$ cat src/rtl/lsu_pkg.sv
// Shared definitions for the split load/store unit: memop encodings,
// FSM state enum and the access-size lane mask helper.
package lsu_pkg;

  typedef enum logic [2:0] {
    MOP_B  = 3'b000,
    MOP_H  = 3'b001,
    MOP_W  = 3'b010,
    MOP_BU = 3'b100,
    MOP_HU = 3'b101
  } memop_e;

  typedef enum logic [2:0] {
    S_IDLE,
    S_ISSUE0,
    S_ISSUE1,
    S_WAIT,
    S_DONE
  } state_e;

  function automatic logic [3:0] size_mask(input logic [1:0] size);
    case (size)
      2'b00:   return 4'b0001;
      2'b01:   return 4'b0011;
      default: return 4'b1111;
    endcase
  endfunction

  function automatic logic memop_legal(input logic [2:0] op);
    case (op)
      MOP_B, MOP_H, MOP_W, MOP_BU, MOP_HU: return 1'b1;
      default:                             return 1'b0;
    endcase
  endfunction

endpackage

$ cat src/rtl/lsu_align.sv
// Combinational lane shifter: byte-lane mask and store data placement for
// both words of a (possibly split) access, plus load extraction/extension.
module lsu_align
  import lsu_pkg::*;
(
  input  logic [2:0]  memop,
  input  logic [1:0]  offset,
  input  logic [31:0] wdata,
  input  logic [63:0] rdata,
  output logic [7:0]  mask,
  output logic [31:0] wdata_lo,
  output logic [31:0] wdata_hi,
  output logic [31:0] load_data
);

  logic [4:0]  shift;
  logic [63:0] wide;
  logic [31:0] rsh;
  logic        sext;

  always_comb begin
    shift     = {offset, 3'b000};
    wide      = {32'b0, wdata} << shift;
    wdata_lo  = wide[31:0];
    wdata_hi  = wide[63:32];
    mask      = {4'b0000, size_mask(memop[1:0])} << offset;
    rsh       = 32'(rdata >> shift);
    sext      = ~memop[2];
    case (memop[1:0])
      2'b00:   load_data = {{24{sext & rsh[7]}}, rsh[7:0]};
      2'b01:   load_data = {{16{sext & rsh[15]}}, rsh[15:0]};
      default: load_data = rsh;
    endcase
  end

endmodule

$ cat src/rtl/lsu_split.sv
// Load/store unit that splits misaligned accesses crossing a word boundary
// into two single-word memory transactions and merges the load result.
module lsu_split
  import lsu_pkg::*;
#(
  parameter int MEM_AW = 15
) (
  input  logic              clk,
  input  logic              rst,
  input  logic              req_valid,
  output logic              req_ready,
  input  logic              req_we,
  input  logic [2:0]        req_memop,
  input  logic [31:0]       req_addr,
  input  logic [31:0]       req_wdata,
  output logic              resp_valid,
  output logic [31:0]       resp_rdata,
  output logic              resp_err,
  output logic [MEM_AW-1:0] mem_addr,
  output logic              mem_re,
  output logic              mem_we,
  output logic [3:0]        mem_be,
  output logic [31:0]       mem_wdata,
  input  logic [31:0]       mem_rdata
);

  state_e            state;
  logic              we_q;
  logic [2:0]        memop_q;
  logic [MEM_AW+1:0] addr_q;
  logic [31:0]       wdata_q;
  logic [31:0]       data0_q;

  logic [2:0]        sel_memop;
  logic [1:0]        sel_offset;
  logic [31:0]       sel_wdata;
  logic [63:0]       sel_rdata;
  logic [7:0]        mask;
  logic [31:0]       wdata_lo;
  logic [31:0]       wdata_hi;
  logic [31:0]       load_data;
  logic              split;
  logic              unused_addr_bits;

  assign unused_addr_bits = ^req_addr[31:MEM_AW+2];
  assign req_ready = (state == S_IDLE);

  // In IDLE the aligner works on the incoming request so the first memory
  // beat can be registered on the accept edge.
  assign sel_memop  = (state == S_IDLE) ? req_memop     : memop_q;
  assign sel_offset = (state == S_IDLE) ? req_addr[1:0] : addr_q[1:0];
  assign sel_wdata  = (state == S_IDLE) ? req_wdata     : wdata_q;
  assign split      = |mask[7:4];
  assign sel_rdata  = split ? {mem_rdata, data0_q} : {32'b0, mem_rdata};

  lsu_align u_align (
    .memop     (sel_memop),
    .offset    (sel_offset),
    .wdata     (sel_wdata),
    .rdata     (sel_rdata),
    .mask      (mask),
    .wdata_lo  (wdata_lo),
    .wdata_hi  (wdata_hi),
    .load_data (load_data)
  );

  always_ff @(posedge clk) begin
    if (rst) begin
      state      <= S_IDLE;
      we_q       <= 1'b0;
      memop_q    <= 3'b000;
      addr_q     <= '0;
      wdata_q    <= 32'b0;
      data0_q    <= 32'b0;
      resp_valid <= 1'b0;
      resp_err   <= 1'b0;
      resp_rdata <= 32'b0;
      mem_addr   <= '0;
      mem_re     <= 1'b0;
      mem_we     <= 1'b0;
      mem_be     <= 4'b0000;
      mem_wdata  <= 32'b0;
    end else begin
      case (state)
        S_IDLE: begin
          if (req_valid) begin
            we_q    <= req_we;
            memop_q <= req_memop;
            addr_q  <= req_addr[MEM_AW+1:0];
            wdata_q <= req_wdata;
            if (!memop_legal(req_memop)) begin
              state      <= S_DONE;
              resp_valid <= 1'b1;
              resp_err   <= 1'b1;
              resp_rdata <= 32'b0;
            end else begin
              state     <= S_ISSUE0;
              mem_addr  <= req_addr[MEM_AW+1:2];
              mem_be    <= mask[3:0];
              mem_wdata <= wdata_lo;
              mem_re    <= ~req_we;
              mem_we    <= req_we;
            end
          end
        end
        S_ISSUE0: begin
          if (split) begin
            state     <= S_ISSUE1;
            mem_addr  <= mem_addr + MEM_AW'(1);
            mem_be    <= mask[7:4];
            mem_wdata <= wdata_hi;
          end else begin
            mem_re <= 1'b0;
            mem_we <= 1'b0;
            mem_be <= 4'b0000;
            if (we_q) begin
              state      <= S_DONE;
              resp_valid <= 1'b1;
            end else begin
              state <= S_WAIT;
            end
          end
        end
        S_ISSUE1: begin
          mem_re  <= 1'b0;
          mem_we  <= 1'b0;
          mem_be  <= 4'b0000;
          data0_q <= mem_rdata;
          if (we_q) begin
            state      <= S_DONE;
            resp_valid <= 1'b1;
          end else begin
            state <= S_WAIT;
          end
        end
        S_WAIT: begin
          state      <= S_DONE;
          resp_valid <= 1'b1;
          resp_rdata <= load_data;
        end
        S_DONE: begin
          state      <= S_IDLE;
          resp_valid <= 1'b0;
          resp_err   <= 1'b0;
          resp_rdata <= 32'b0;
        end
        default: state <= S_IDLE;
      endcase
    end
  end

endmodule

$ cat config.mk
export PLATFORM = sky130hd
export DESIGN_NAME = lsu_split
export DESIGN_NICKNAME = d
export VERILOG_FILES = /design/src/rtl/lsu_pkg.sv /design/src/rtl/lsu_align.sv /design/src/rtl/lsu_split.sv
export SDC_FILE = /design/constraint.sdc
export NUM_CORES = 1
export LEC_CHECK = 0
export ABC_AREA = 1
export CAP_MARGIN = 20
export CORE_MARGIN = 2
export CORE_UTILIZATION = 45
export CTS_CLUSTER_SIZE = 40
export DETAILED_ROUTE_END_ITERATION = 8
export DONT_BUFFER_PORTS = 1
export GPL_TIMING_DRIVEN = 0
export HOLD_SLACK_MARGIN = 0.02
export SYNTH_ARGS = -nofsm -noshare
export SYNTH_HDL_FRONTEND = slang
export SYNTH_SLANG_ARGS = --single-unit
$ cat constraint.sdc
create_clock -name clk -period 3.5 [get_ports clk]
set_clock_uncertainty 0.15 [all_clocks]
set_input_delay 0.7 -clock clk [delete_from_list [all_inputs] [get_ports clk]]
set_output_delay 0.7 -clock clk [all_outputs]
set_load 0.1 [all_outputs]
==> results of run 1 <==
-- registers in the layout, indices dropped and copies added (netlist names) --
signal and count:
mem_addr 15, addr_q 2, mem_re 1, mem_be 4
we_q 1, data0_q 32, mem_we 1, memop_q 3
resp_rdata 32, mem_wdata 32, resp_valid 1, state 3
wdata_q 32, resp_err 1
-- layout make-up --
type | count | area [sq um]
inverter | 124 | 468
multi-input combinational | 993 | 4710
tap | 265 | 332
fill | 2113 | 9560
sequential | 160 | 3210
buffer | 91 | 398
clock buffer | 19 | 453
clock inverter | 13 | 144
-- per-layer routing --
metal	vias to the layer above	part of all wire	track usage	wire length, um
li1	4595	-	-	-
met1	4293	0.40	0.362	12800
met2	328	0.48	0.536	15600
met3	96	0.066	0.0683	2110
met4	0	0.052	0.178	1690
met5	-	0	0	0
-- worst max-delay path, delay by kind of cell (launching register included) --
family / cells / cell delay (ns)
flip-flops: 1 / 1.04
AO/OA/AOI/OAI: 3 / 0.39
AND/OR/NAND/NOR: 9 / 1.37
-- cells in the final DEF, fill, tap and decap left out, types with 3 or more instances in the layout --
master	instances
nand2_1	323
o21ai_0	186
dfxtp_1	158
a21oi_1	143
nor2_1	119
inv_1	112
nand3_1	104
clkbuf_1	62
o22ai_1	26
clkbuf_16	17
buf_2	14
nand2_2	14
a31oi_1	12
o211ai_1	10
a21oi_2	10
a211oi_1	9
buf_1	8
inv_2	6
clkinv_1	5
a41oi_1	5
clkinv_4	4
inv_8	4
o21a_1	3
buf_4	3
a22oi_1	3
or2_2	3
nor3_1	3
inv_6	3
-- power by group through the flow --
stage          Clock (uW)  Sequential [uW]  Combinational [uW]
3_3_place_gp            0             4050                4010
3_5_place_dp            0             4060                4020
4_1_cts              1940             4030                4030
6_report             1910             4030                4100
2_1_floorplan           0             3970                2860
5_1_grt              2000             4080                4530
-- path summary, 6_finish.rpt --
path	to	slack, ns
setup reg to reg	mem_addr[14]$_SDFFE_PP0P_	0.48
setup / recovery	mem_addr[14]$_SDFFE_PP0P_	0.48
hold reg to reg	wdata_q[20]$_SDFFE_PP0P_	0.30
hold / removal	wdata_q[29]$_SDFFE_PP0P_	0.24
-- logic make-up (layout without fill, tap and decap cells) --
| kind of cell | after synthesis | after routing | synth area share |
|---|---|---|---|
| xor+xnor | 2 | 2 | 0.00200 |
| buf+inv | 215 | 247 | 0.0985 |
| simple gates | 576 | 576 | 0.274 |
| fa+ha+maj | 1 | 1 | 0.00143 |
| flops | 160 | 160 | 0.365 |
| compound gates | 414 | 414 | 0.259 |
-- stage by stage --
stage	util	hold slack [ns]
2_1_floorplan	-	0.275
3_3_place_gp	0.473	0.286
3_5_place_dp	0.473	0.292
4_1_cts	0.504	0.239
5_1_grt	0.504	0.257
6_report	0.504	0.244
==> run_results.csv, run 1 <==
group,metric,value,unit
outcome,status,"finished clean",
timing,grt_setup_unrepaired,"no",
worst_hold_path,min_path_type,"input port to flop",
pwr,switching_share,0.563,
floorplan,die_w,144,um
finish,design_area,0.00971,sq mm
synth,synth-seq-cells,160,
worst_hold_path,whs_path_depth,2,
pwr,power.share.combinational,0.408,
drt,ant_nets,0,
pwr,powerDensity,1030,mW/mm^2
pwr,p_sw,5650,uW
clock_tree,holdBufCountCts,0,
floorplan,die_h,144,um
global_routing,grt_pass1_wl,49.1,mm
finish,nets,1491,
global_routing,grt_usage,0.314,
global_routing,overflow,0,
flow_run,maxCapViolations,0,
synth,syn-instance-count,1368,
place,numPortBuffers,0,
pwr,pwr-share-seq,0.401,
drt,viasPerCell,5.59,
clock_tree,cts_resized,0,
drt,wl_per_cell,19.4,um
pwr,peakVddDrop,0.605,mV
drt,routed_wl,32.2,mm
synth,syn-num-nets,1472,
worst_setup_path,crit_chain,"nand3_1, nor2_1, nand2_1, nor2_1, nand3_1, nor2_1, nand2_1, nor2_1, nand2_1, o21ai_0, o21bai_1, a21oi_1",
clock_tree,numClockSinks,160,
worst_hold_path,hold_start,"req_wdata[29]",
worst_setup_path,r2r_cells,12,
place,gp_congestion,0.962,
timing,slew_violations,0,
drt,vias,9312,
worst_setup_path,crit_top_cell,"nor2_1",
timing,relSlewSlack,0.248,
clock_tree,post_cts.repair.setup_buffers,0,
worst_setup_path,critPathArrivalTime,3.24,ns
floorplan,row_count,51,
synth,yosysUniqueCellTypes,43,
clock_tree,cts_root_buf,"clkbuf_16",
synth,yosysTopAreaCellShare,0.365,
synth,synth_ff_type,"dfxtp_1",
worst_setup_path,crit_start,"mem_addr[2]$_SDFFE_PP0P_",
synth,async_flop_share,0,
synth,ys_seq_area_frac,0.365,
synth,synthTopCellsByCount,"323 x nand2_1, 186 x o21ai_0, 160 x dfxtp_1, 143 x a21oi_1, 119 x nor2_1",
finish,diodes,0,
drt,drc_errors,0,
place,placedInstanceArea,0.00911,sq mm
drt,drtIter0Drc,668,
synth,synth_area_per_cell,6.41,sq um
timing,fmaxAchievable,331,MHz
synth,yosysMostFrequentCell,"nand2_1",
place,dp_slack,0.280,ns
pwr,internal-power,4390,uW
worst_setup_path,r2r_start,"mem_addr[2]$_SDFFE_PP0P_",
finish,syn_to_final_growth,10.6,%
floorplan,coreArea,0.0193,sq mm
worst_setup_path,cp-end-kind,"flop",
timing,final-setup-viol-count,0,
place,hpwlAfterDp,25.0,mm
pwr,clkPwrFrac,0.191,
worst_setup_path,critPathLaunchType,"flop",
clock_tree,path_clk_slew,0.07,ns
global_routing,grt_max_degree,17,
floorplan,die_area,0.0206,sq mm
finish,finalNonFillerCells,1665,
timing,fin_ws,0.482,ns
finish,drive_above_1_share,0.0707,
global_routing,antenna_found_initial,0,
worst_setup_path,cp_slowest_stage_delay,1.04,ns
pwr,p_total,10000,uW
floorplan,start_util,0.455,
global_routing,grt_pass1_vias,8986,
timing,tns,0,ns
worst_setup_path,required,3.72,ns
clock_tree,tritoncts,"yes",
clock_tree,clockBufferDepth,2,
timing,fin_crit_sh,0.862,
synth,synth_edf_count,0,
pwr,p_leak,0.00397,uW
place,place_inst,1633,
drt,firstDrtPassIters,7,
synth,yosys.area.top_type,"dfxtp_1",
synth,synthTopCellsByArea,"dfxtp_1 37%, nand2_1 14%, o21ai_0 11%",
floorplan,io_pins,191,
timing,period_needed,3.02,ns
timing,tightest_slew,1.13,ns
synth,yosys_warnings,0,
worst_setup_path,slowest_stage,"dfxtp_1",
clock_tree,h-tree-depth,4,
worst_setup_path,crit_fanout,6,
worst_setup_path,path_class,"flop to flop",
timing,hold_viol,0,
clock_tree,cts_buffers,17,
clock_tree,insertion_delay,0.44,ns
synth,syn_area,0.00877,sq mm
Note: power is estimated with default switching activity, not from simulation.
==> run 2, diff against run 1 <==
--- a/config.mk
+++ b/config.mk
@@ -8,5 +8,4 @@
 export ABC_AREA = 1
-export CAP_MARGIN = 20
 export CORE_MARGIN = 2
-export CORE_UTILIZATION = 45
+export CORE_UTILIZATION = 65
 export CTS_CLUSTER_SIZE = 40
@@ -16,2 +15,3 @@
 export HOLD_SLACK_MARGIN = 0.02
+export PLACE_DENSITY = 0.81
 export SYNTH_ARGS = -nofsm -noshare
--- a/constraint.sdc
+++ b/constraint.sdc
@@ -4,2 +4,2 @@
 set_output_delay 0.7 -clock clk [all_outputs]
-set_load 0.1 [all_outputs]
+set_load 0.01 [all_outputs]
==> run 2 against run 1 <==
Non-clock buffer count stayed put. Core utilization is 23 points higher. Global-route usage increased by 13 points. Combinational power about the same. Worst setup slack got worse by 0.030 ns. Clock power rose by 7%. Via count is 6.7% higher. Largest power group unchanged. Highest routed layer unchanged.
==> run_results.csv, run 2 (synthesized netlist as in run 1, its figures left out) <==
group,metric,value,unit
clock_tree,cts_root_buf,"clkbuf_16",
finish,drive_above_1_share,0.0671,
floorplan,die_area,0.0144,sq mm
place,numPortBuffers,0,
pwr,p_sw,4140,uW
worst_setup_path,rr_endpoint,"resp_rdata[30]$_SDFFE_PP0P_",
finish,seqCellArea,0.00320,sq mm
finish,nets,1491,
timing,period_needed,3.05,ns
pwr,switching_share,0.475,
outcome,status,"finished clean",
worst_setup_path,r2r_start,"state[0]$_SDFFE_PP0N_",
pwr,pwr-share-seq,0.294,
timing,tns,0,ns
clock_tree,path_clk_slew,0.07,ns
finish,final_common_cell,"nand2_1",
floorplan,row_count,42,
clock_tree,clockBufferDepth,2,
drt,wl_per_cell,20.3,um
drt,firstDrtPassIters,8,
timing,grt_setup_unrepaired,"no",
pwr,power.share.combinational,0.471,
floorplan,coreArea,0.0132,sq mm
clock_tree,h-tree-depth,4,
finish,multi_input_comb_area,0.00471,sq mm
clock_tree,post_cts.repair.setup_buffers,0,
global_routing,grt_pass1_wl,49.7,mm
floorplan,die_h,120,um
finish,final_cell_mix,"323 x nand2_1, 186 x o21ai_0, 160 x dfxtp_1",
floorplan,io_pins,191,
global_routing,antenna_found_initial,0,
timing,fmaxAchievable,328,MHz
clock_tree,holdBufCountCts,0,
worst_setup_path,crit_fanout,10,
worst_setup_path,critPathArrivalTime,3.27,ns
drt,drc_errors,0,
worst_hold_path,whs_endpoint,"wdata_q[26]$_SDFFE_PP0P_",
clock_tree,numClockSinks,160,
pwr,p_leak,0.00398,uW
pwr,peakVddDrop,0.571,mV
finish,fillerInstances,1137,
worst_hold_path,hold_start,"req_wdata[26]",
global_routing,grt_usage,0.446,
finish,diodes,0,
drt,routed_wl,32.0,mm
pwr,powerDensity,904,mW/mm^2
timing,fin_crit_sh,0.871,
timing,final-setup-viol-count,0,
worst_hold_path,whs_path_depth,2,
clock_tree,insertion_delay,0.45,ns
worst_setup_path,r2r_cells,14,
clock_tree,cts_buffers,17,
drt,ant_nets,0,
global_routing,overflow,0,
flow_run,maxCapViolations,0,
drt,viasPerCell,6.31,
global_routing,grt_pass1_vias,9546,
timing,slew_violations,0,
floorplan,die_w,120,um
timing,relSlewSlack,0.454,
pwr,internal-power,4570,uW
worst_setup_path,path_class,"flop to flop",
place,gp_congestion,1.02,
finish,syn_to_final_growth,9.67,%
timing,hold_viol,0,
timing,tightest_slew,0.819,ns
worst_hold_path,min_path_type,"input port to flop",
clock_tree,cts_resized,0,
worst_setup_path,ff2ff_setup_slack,0.45,ns
place,place_inst,1544,
floorplan,start_util,0.665,
clock_tree,tritoncts,"yes",
pwr,clkPwrFrac,0.235,
worst_setup_path,crit_start,"state[0]$_SDFFE_PP0N_",
worst_setup_path,critPathLaunchType,"flop",
worst_setup_path,required,3.73,ns
place,hpwlAfterDp,23.5,mm
drt,vias,9940,
finish,finalNonFillerCells,1576,
drt,drtIter0Drc,1416,
worst_setup_path,cp-end-kind,"flop",
global_routing,grt_max_degree,17,
## run 2: worst max-delay path by stage
| stage | slack [ns] | endpoint |
|---|---|---|
| 3_5_place_dp | 0.64 | resp_rdata[27]$_SDFFE_PP0P_ |
| 2_1_floorplan | 1.13 | resp_rdata[29]$_SDFFE_PP0P_ |
| 4_1_cts | 0.67 | resp_rdata[27]$_SDFFE_PP0P_ |
| 3_3_place_gp | 0.68 | resp_rdata[27]$_SDFFE_PP0P_ |
| 6_report | 0.45 | resp_rdata[30]$_SDFFE_PP0P_ |
| 5_1_grt | 0.25 | resp_rdata[30]$_SDFFE_PP0P_ |
## run 2: through the flow
step / instance area [sq um] / total power, uW / setup slack [ns] / hold WS [ns] / util
2_1_floorplan: 8770 / 5320 / 1.13 / 0.275 / -
3_3_place_gp: 8990 / 6400 / 0.678 / 0.284 / 0.682
3_5_place_dp: 8990 / 6470 / 0.636 / 0.292 / 0.682
4_1_cts: 9620 / 8490 / 0.668 / 0.248 / 0.730
5_1_grt: 9620 / 9160 / 0.254 / 0.260 / 0.730
6_report: 9620 / 8700 / 0.453 / 0.238 / 0.730
## run 2: critical path: stages (launching register included)
cell	delay, ns
dfxtp_1	0.36
nor2_4	0.21
nand2_4	0.11
nand2_1	0.08
nand2_1	0.07
buf_2	0.19
inv_1	0.08
buf_2	0.21
buf_1	0.44
nand3_1	0.38
nand2_1	0.14
nand2_1	0.06
a21oi_1	0.26
nand2_2	0.09
a21oi_2	0.13
## run 2: power groups by stage
stage               registers [uW]  clock network (uW)  logic [uW]
global placement              2570                   0        3830
detailed placement            2580                   0        3890
global route                  2590                2100        4470
floorplan                     2500                   0        2820
CTS                           2550                2020        3930
finish                        2550                2050        4100
## run 2: layer usage
metal  GRT usage  part of all wire  up-vias
met5           0                 0        -
met4       0.330             0.085        0
met3       0.117              0.11      207
met2       0.722              0.46      730
met1       0.506              0.35     4417
li1            -                 -     4586
## run 2: final cells by class
type,count,share of cell area
Clock buffer,20,0.0464
Clock inverter,12,0.0189
Inverter,124,0.0486
Sequential cell,160,0.333
Buffer,91,0.0412
Multi-Input combinational cell,993,0.489
Tap cell,176,0.0229
==> run 3, diff against run 2 <==
--- a/config.mk
+++ b/config.mk
@@ -10,2 +10,3 @@
 export CORE_UTILIZATION = 65
+export CTS_BUF_LIST = sky130_fd_sc_hd__clkbuf_2
 export CTS_CLUSTER_SIZE = 40
@@ -14,3 +15,2 @@
 export GPL_TIMING_DRIVEN = 0
-export HOLD_SLACK_MARGIN = 0.02
 export PLACE_DENSITY = 0.81
--- a/constraint.sdc
+++ b/constraint.sdc
@@ -4,2 +4,2 @@
 set_output_delay 0.7 -clock clk [all_outputs]
-set_load 0.01 [all_outputs]
+set_load 0.1 [all_outputs]
==> run 3 against run 2 <==
The flow now finishes with violations (DRC, hold timing). Cell area grew 4.6%. First-iteration DRC count shrank 5.6%. Final cell count rose by 5.0%. Global-route usage rose by 1.8 points. Critical path depth fell by 10. Via count up 5.9%. Largest power group unchanged.
==> run_results.csv, run 3 (synthesized netlist as in run 1, its figures left out) <==
group,metric,value,unit
pwr,p_leak,0.00417,uW
drt,firstDrtPassIters,9,
global_routing,grt_pass1_vias,10200,
pwr,peakVddDrop,0.775,mV
global_routing,grt_max_degree,17,
worst_setup_path,r2r_cells,11,
finish,final_cell_mix,"323 x nand2_1, 186 x o21ai_0, 158 x dfxtp_1",
clock_tree,clockBufferDepth,2,
place,gp_congestion,1.02,
worst_setup_path,critPathArrivalTime,2.33,ns
global_routing,grt_pass1_wl,52.2,mm
clock_tree,tritoncts,"yes",
drt,drc_errors,13,
floorplan,die_h,120,um
drt,wl_per_cell,20.2,um
floorplan,start_util,0.665,
timing,tightest_slew,1.11,ns
timing,tns,0,ns
place,dp_slack,0.329,ns
timing,hold_viol,3,
worst_hold_path,min_path_type,"input port to flop",
global_routing,antenna_found_initial,1,
finish,fillerInstances,1042,
drt,vias,10500,
worst_setup_path,cp-end-kind,"primary output",
outcome,violations,"DRC, hold timing",
clock_tree,cts_buffers,17,
pwr,powerDensity,941,mW/mm^2
worst_setup_path,rr_endpoint,"resp_rdata[6]$_SDFFE_PP0P_",
worst_setup_path,ff2ff_setup_slack,0.37,ns
worst_setup_path,cp_top_family,"buffers and inverters",
floorplan,io_pins,191,
clock_tree,post_cts.repair.setup_buffers,0,
place,hpwlAfterDp,23.5,mm
floorplan,row_count,42,
floorplan,coreArea,0.0132,sq mm
drt,drtIter0Drc,1336,
clock_tree,insertion_delay,0.79,ns
worst_setup_path,required,2.65,ns
clock_tree,path_clk_slew,0.27,ns
global_routing,overflow,0,
worst_setup_path,r2r_start,"state[2]$_SDFFE_PP0N_",
worst_hold_path,hold_start,"mem_rdata[15]",
timing,period_needed,3.18,ns
worst_hold_path,whs_path_depth,2,
worst_setup_path,slowest_stage,"clkbuf_2",
timing,fin_crit_sh,0.909,
place,numPortBuffers,0,
worst_setup_path,crit_fanout,10,
worst_setup_path,crit_cells,4,
drt,viasPerCell,6.36,
timing,fin_ws,0.319,ns
timing,fmaxAchievable,314,MHz
clock_tree,h-tree-depth,4,
drt,routed_wl,33.5,mm
clock_tree,numClockSinks,160,
timing,relSlewSlack,0.258,
worst_setup_path,crit_chain,"nor2_4, nand2_4, clkinv_1, clkbuf_2",
worst_setup_path,critPathLaunchType,"flop",
timing,final-setup-viol-count,0,
finish,syn_to_final_growth,14.7,%
floorplan,die_area,0.0144,sq mm
global_routing,grt_usage,0.465,
clock_tree,cts_root_buf,"clkbuf_2",
worst_setup_path,cp_slowest_stage_delay,0.63,ns
worst_setup_path,crit_buf_inv,2,
timing,slew_violations,0,
timing,grt_setup_unrepaired,"no",
timing,hold_slack,-0.0321,ns
drt,ant_nets,0,
finish,nets,1569,
outcome,status,"complete, but fails checks",
floorplan,die_w,120,um
worst_setup_path,path_class,"flop to primary output",
worst_hold_path,whs_endpoint,"data0_q[15]$_SDFFE_PP0N_",
finish,final_common_cell,"nand2_1",
finish,drive_above_1_share,0.0663,
flow_run,maxCapViolations,0,
-- run 3: changes by cell type in the layout (fill, tap and decap cells not counted), sizes merged --
cell         previous run  this run
dlygate4sd3             0        78
clkbuf                 83        82
clkinv                 11        12
diode                   0         1
-- run 3: routing by layer --
| metal | wire length, um | GRT usage | vias to the layer above |
|---|---|---|---|
| met1 | 11600 | 0.523 | 4662 |
| met5 | 0 | 0 | - |
| li1 | - | - | 4747 |
| met2 | 15000 | 0.746 | 856 |
| met4 | 3220 | 0.377 | 0 |
| met3 | 3660 | 0.114 | 260 |
-- run 3: final cells by class --
class	count	area, sq um	area share
diodes	1	2.50	0.000249
plain buffers	91	398	0.0395
clock buffers	19	95.1	0.00945
clock inverters	13	185	0.0184
inverters	124	468	0.0465
multi-input cells	993	4710	0.468
flip-flops and latches	160	3210	0.319
well taps	176	220	0.0219
repair buffers	78	781	0.0776
-- run 3: power breakdown --
group          switching (uW)  leakage, uW  total, uW  internal [uW]
Sequential               1840      0.00131       4030           2190
Combinational            3020      0.00269       4230           1210
Clock                     727     0.000172       1210            482
Total                    5590      0.00417       9470           3880
-- run 3: timing repair --
item	4_1_cts	5_1_grt
endpoints found under the setup margin	0	1
resized for setup	0	2
hold buffers	74	4
endpoints found under the hold margin	76	4
-- run 3: metrics by stage --
step	hold WS, ns	total power (uW)	cell area [sq um]	utilization	std cells
floorplan	0.275	6830	8770	-	1368
global placement	0.284	7910	8990	0.682	1544
detailed placement	0.292	7980	9000	0.682	1544
CTS	0.00712	9210	10000	0.759	1650
global route	0.00480	9910	10100	0.763	1655
finish	-0.0321	9470	10100	0.763	1655
-- run 3: worst max path at each step --
stage                             startpoint                         end  slack [ns]
finish                 state[0]$_SDFFE_PP0N_                   req_ready        0.32
global route        mem_addr[2]$_SDFFE_PP0P_   mem_addr[14]$_SDFFE_PP0P_        0.15
CTS                 mem_addr[0]$_SDFFE_PP0P_   mem_addr[14]$_SDFFE_PP0P_        0.31
detailed placement  mem_addr[0]$_SDFFE_PP0P_   mem_addr[14]$_SDFFE_PP0P_        0.33
global placement       state[0]$_SDFFE_PP0N_  mem_wdata[17]$_SDFFE_PP0P_        0.02
floorplan           mem_addr[0]$_SDFFE_PP0P_   mem_addr[14]$_SDFFE_PP0P_        0.61
-- run 3: worst register-to-register path, stage by stage (launching register included) --
cell and delay, ns:
dfxtp_1 0.46, inv_2 0.12, nand2_4 0.14, nand2_1 0.07, nand2_1 0.09, buf_2 0.22, buf_1 0.44, buf_1 0.60
nand3_1 0.40, nand3_1 0.18, nand3_1 0.08, a21oi_1 0.13
